<file path="src/rtl/seq_mult_ctrl.sv">
// Shift-add WIDTH x WIDTH multiplier; optional signed mode via SEQ_MULT_SIGNED_EN.
// Latency: done pulses in the cycle after edge k+WIDTH for a start accepted at edge k.
// No backpressure: start is honoured only in IDLE, ignored while busy or done.
module seq_mult_ctrl #(
   parameter int WIDTH = 32
) (
   input  logic               clk,
   input  logic               reset,
   input  logic               start,
   input  logic [WIDTH-1:0]   multiplicand,
   input  logic [WIDTH-1:0]   multiplier,
`ifdef SEQ_MULT_SIGNED_EN
   input  logic               is_signed,
`endif
   output logic [2*WIDTH-1:0] product,
   output logic               busy,
   output logic               done
);

   localparam int CW = $clog2(WIDTH);

   typedef enum logic [1:0] {IDLE, CALC, DONE} state_t;

   state_t               state;
   state_t               state_nxt;
   logic [CW-1:0]        cnt;
   logic [WIDTH-1:0]     mcand;
   logic                 sign;
   logic                 last;
   logic [WIDTH:0]       sum;
   logic [2*WIDTH-1:0]   shifted;
   logic [WIDTH-1:0]     a_load;
   logic [WIDTH-1:0]     b_load;
   logic                 sign_load;

   assign last = (cnt == CW'(WIDTH - 1));

   // Upper half keeps its carry so the shift never loses the top bit.
   always_comb begin
      sum = {1'b0, product[2*WIDTH-1:WIDTH]} + (product[0] ? {1'b0, mcand} : '0);
   end

   assign shifted = {sum, product[WIDTH-1:1]};

`ifdef SEQ_MULT_SIGNED_EN
   // Signed operands run through the unsigned datapath as magnitudes.
   always_comb begin
      a_load    = multiplicand;
      b_load    = multiplier;
      sign_load = 1'b0;
      if (is_signed) begin
         if (multiplicand[WIDTH-1]) a_load = -multiplicand;
         if (multiplier[WIDTH-1])   b_load = -multiplier;
         sign_load = multiplicand[WIDTH-1] ^ multiplier[WIDTH-1];
      end
   end
`else
   assign a_load    = multiplicand;
   assign b_load    = multiplier;
   assign sign_load = 1'b0;
`endif

   always_ff @(posedge clk) begin
      if (reset) state <= IDLE;
      else       state <= state_nxt;
   end

   always_comb begin
      state_nxt = state;
      case (state)
         IDLE:    if (start) state_nxt = CALC;
         CALC:    if (last)  state_nxt = DONE;
         DONE:    state_nxt = IDLE;
         default: state_nxt = IDLE;
      endcase
   end

   always_comb begin
      busy = 1'b0;
      done = 1'b0;
      case (state)
         CALC:    busy = 1'b1;
         DONE:    done = 1'b1;
         default: ;
      endcase
   end

   always_ff @(posedge clk) begin
      if (reset) begin
         product <= '0;
         cnt     <= '0;
         mcand   <= '0;
         sign    <= 1'b0;
      end else begin
         case (state)
            IDLE: begin
               if (start) begin
                  mcand   <= a_load;
                  product <= {{WIDTH{1'b0}}, b_load};
                  cnt     <= '0;
                  sign    <= sign_load;
               end
            end
            CALC: begin
               cnt <= cnt + 1'b1;
               if (last && sign) product <= -shifted;
               else              product <= shifted;
            end
            default: ;
         endcase
      end
   end

endmodule

</file>
<file path="config.mk">
export PLATFORM = sky130hd
export DESIGN_NAME = seq_mult_ctrl
export DESIGN_NICKNAME = d
export VERILOG_FILES = /design/src/rtl/seq_mult_ctrl.sv
export SDC_FILE = /design/constraint.sdc
export NUM_CORES = 1
export LEC_CHECK = 0
export ABC_AREA = 1
export CORE_ASPECT_RATIO = 1.5
export CORE_MARGIN = 3
export CORE_UTILIZATION = 38
export CTS_CLUSTER_DIAMETER = 60
export DETAILED_ROUTE_END_ITERATION = 8
export SLEW_MARGIN = 20
export SYNTH_ARGS = -nofsm -noshare
export SYNTH_HDL_FRONTEND = slang
export SYNTH_SLANG_ARGS = --single-unit
</file>
<file path="constraint.sdc">
create_clock -name clk -period 2.5 [get_ports clk]
set_clock_uncertainty 0.2 [all_clocks]
set_input_delay 0.5 -clock clk [delete_from_list [all_inputs] [get_ports clk]]
set_output_delay 0.5 -clock clk [all_outputs]
set_load 0.02 [all_outputs]
</file>
Word-level counts from Yosys, hierarchy flattened
Cells that the tools add are included.

operators by class
  $add $sub $neg = 2
  reduce and logical (&&, ||, !) cells = 5
  muxes and demuxes = 10
  eq/ne operators = 5

operators with widths
  kind                 count
  $pmux 64 s2          1
  $mux 64              1
  $add 32x32->33       1
  $mux 32              1
  $pmux 5 s2           1
  $reduce_and 2->1     3
  $add 5x1->5 const B  1
  $eq 5x5->1 const B   1
  $mux 5               1
  $mux 2               2
  $ne 2x2->1 const B   2
  $pmux 2 s2           1
  $eq 2x1->1 const B   1
  $eq 2x2->1 const B   1
  $logic_not 2->1      1
  $mux 1               2
  $reduce_bool 2->1    1

word-level totals
  word-level logic and storage cells = 26
  input port bits = 67
  register bits = 103
  output and inout bits = 66

Depth between registers and ports, before layout
  word-level depth = 3
  gate-level depth with buffers = 18
  depth with buffers taken out = 16

Worst setup path after synthesis
OpenSTA, ideal clock, no wires.

  path kind = register to register
  from = register product[0]
  to = register product[47]
  data required time = 2168 ps
  setup time = 132 ps
  arrival = 2138 ps
  period minus slack after synthesis = 2470 ps
  buffers on the path = 2
  stages on the path, launching flop included = 15
  setup slack = 30 ps
  cells stage by stage = dfxtp_1 -> clkbuf_1 -> clkbuf_1 -> nand2_1 -> inv_1 -> ha_1 -> nand2_1 -> inv_1 -> a21oi_1 -> o21bai_1 -> inv_1 -> nand2_1 -> or2_1 -> nand2_1 -> a21oi_1

between the ends
  word-level cells in the longest chain between the ends = 3

RTL lines
  element                 RTL line  RTL
  start, declared         15        output logic [2*WIDTH-1:0] product,
  start signal, assigned  99        product <= {{WIDTH{1'b0}}, b_load};
  start signal, assigned  106       if (last && sign) product <= -shifted;
  start signal, assigned  107       else product <= shifted;
  $mux 32                 40        sum = {1'b0, product[2*WIDTH-1:WIDTH]} + (product[0] ? {1'b0, mcand} : '0);
  $add 32x32->33          40
  $pmux 64 s2             95        case (state)

Every way passes these cells.
A chain may end at the register's enable or synchronous reset.

Worst setup path after layout
  from = register product[0]
  to = register product[60]

Same word-level chain as after synthesis.

==> run metrics <==
status finished clean; worst slew pin tran around 540 ps; final setup violation count 0; drt first pass iters 5; Critical Path RT roughly 2500 ps; Cell Area, Synth 6570 µm²; PwrDens ~480 nW/µm²; Mapped Avg Cell Area 6.15 µm²; share of the synthesized area in the top cell type between 30% and 40%; placed insts 1392; io pins about 130; Initial DRC Count around 260; Syn Inst Count roughly 1100; final instance area 8610 µm²; H-tree levels 3; Worst Path Arrival about 2400 ps; final max-slew violation count 0; XOR/XNOR Fraction of Synth Area 0%; CP Max Fanout 13; largest net degree at the start of global routing 60; warnings from Yosys 0; CTS tree yes; post-detail-place hpwl roughly 15000 µm; sum of negative setup slack 0 ps; Buffers on Ports roughly 130; Setup crit end kind flop; Slew headroom roughly 64%; min Tclk post-route around 2400 ps; sequential area share after synthesis 31.4%; Placer Congestion about 1; Simple-Gate Fraction of Synth Area around a third; vias in the first global route 6779; CTS hold repair buffers 0; Finished Layout Cells 1407; Routed Antenna Nets 0; total power draw 4.14 mW; first-pass GRT wire length between 30000 and 40000 µm; Layout Area Growth over Synthesis 31.0%; largest family of logic cells by synthesized area simple AND/OR/NAND/NOR gates; Synth Area in Adders approximately 6.8%; Root Driver clkbuf_16; # diodes 0; syn nets about 1200; clock sink count approximately 100; Peak VDD IR about 0.00029 V; Worst-Skew Late Latency ~360 ps; Avg WL per Cell approximately 14 µm; Fillers between 1500 and 2000; fraction of layout cells with a size suffix above 1 slightly below 9%; DRC viols 0; Num CTS Buffers 9; EDFF count, synth 0; Worst Hold Slack 269 ps; commonest cells after routing, fill and taps aside nand2_1 (350), inv_1 (149), clkdlybuf4s50_1 (132); Core Region approximately 17000 µm²; critical path type reg -> reg; post-DR vias/cell about 4.9; die height roughly 170 µm; grt ovf 0; postcts setup bufs 0; placed cell areas 8180 µm²; gr usage total 21.9%; multiplexer share of the synthesized area 0%; final hold vios 0; commonest non-fill, non-tap cell in the layout nand2_1; layout net count around 1300; initial antenna violation count 1; fin crit share 96.2%; vias post-DR roughly 7000; Die X roughly 110 µm; max_cap viols 0; synth unique cells 35; FF+latch count, synth ~100; Starting Density between 30% and 40%; asr flop ratio synth 0%; RSZ-0062 raised after global routing true; hold crit path type reg -> reg; compound-cell area share of the yosys netlist between 10% and 20%; post-CTS resize count 0; clock buffer depth 2; FP Rows 58; largest cells by area after synthesis dfxtp_1 (31%), nand2_1 (20%), inv_1 (8.5%), ha_1 (6.5%), nor2_1 (6.1%); Max Fclk 416 MHz; drt total wl between 20000 and 25000 µm; leakage power 4.18 nW; die area about 19000 µm²; Yosys top cell by area dfxtp_1; Worst Setup Start Kind flop; CTS clock-pin slew for the worst setup and hold paths 80 ps; Top FF cell, synth dfxtp_1
## cells in the mapped netlist, types with 2 or more instances
cell type	instances
buf_2	8
nand2_4	2
nand2_1	353
or2_1	2
a21oi_1	66
buf_6	3
nor3_1	6
or2_2	4
inv_2	6
clkbuf_1	27
o21ai_0	58
o21bai_1	3
inv_1	149
o21ai_1	20
nor2_2	4
buf_4	2
nand4_1	3
a31oi_1	32
a21oi_2	2
nand3_1	41
nor2_1	107
a21o_1	2
inv_4	2
nand2_2	10
nand3_2	9
dfxtp_1	103
nand3b_1	4
ha_1	34
## per-layer routing
metal / part of all wire, % / GRT usage, % / up-vias
met5: 0.039 / 0 / -
met4: 3.1 / 7.95 / 2
met3: 5.5 / 5.16 / 31
met2: 51 / 40.4 / 143
met1: 40 / 24.0 / 3086
li1: - / - / 3615
## state kept, by name (all words and copies together) (netlist names)
name / cells
mcand: 32
product: 64
cnt: 5
state: 2
## layout make-up
class	count	area, µm²	area share [%]
Multi-Input combinational cell	767	3830	44.5
Sequential cell	103	2060	24.0
Timing Repair Buffer	154	1550	18.0
Inverter	158	598	6.94
Tap cell	210	263	3.05
Clock buffer	9	225	2.61
Clock inverter	6	81.3	0.944
## worst max-delay path: stages, from the launching register on
cell     delay (ps)
dfxtp_2         350
buf_6           150
nand2_1          70
inv_1            60
ha_1            370
nand2_1         140
nor2_2          230
nand2_1         170
nor2_1          160
nand2_2         100
nand2_1          70
nand2_1          50
nand3_1          80
a21oi_1          70
## worst paths after layout
check / start / end / slack [ps] / cells past startpoint
worst max register to register: product[0]$_SDFFE_PP0P_ / product[60]$_SDFFE_PP0P_ / 100 / 13
worst max-delay path: product[0]$_SDFFE_PP0P_ / product[60]$_SDFFE_PP0P_ / 100 / 13
worst min-delay path: cnt[3]$_SDFFE_PP0P_ / cnt[3]$_SDFFE_PP0P_ / 270 / 2
worst min register to register: cnt[3]$_SDFFE_PP0P_ / cnt[3]$_SDFFE_PP0P_ / 270 / 2
## power by group
part           switching, mW  internal, mW  total (mW)
registers             0.0812          1.75        1.83
clock network          0.704         0.790        1.49
logic                  0.446         0.370       0.816
total                   1.23          2.91        4.14
## per-stage QoR
step | worst slack, ps | util, %
2_1_floorplan | 29.7 | -
3_3_place_gp | 17.6 | 48.6
3_5_place_dp | 21.9 | 48.6
4_1_cts | 7.53 | 50.4
5_1_grt | -20.2 | 51.2
6_report | 96.0 | 51.2
## kinds of logic (layout without fill, tap and decap cells)
kind of cell             after synthesis  count (layout)
AND/OR/NAND/NOR                      548             548
buffers and inverters                199             327
AO/OA/AOI/OAI                        184             184
flip-flops                           103             103
adder cells (fa/ha/maj)               35              35
No activity file was read; power rests on OpenSTA's default activity.
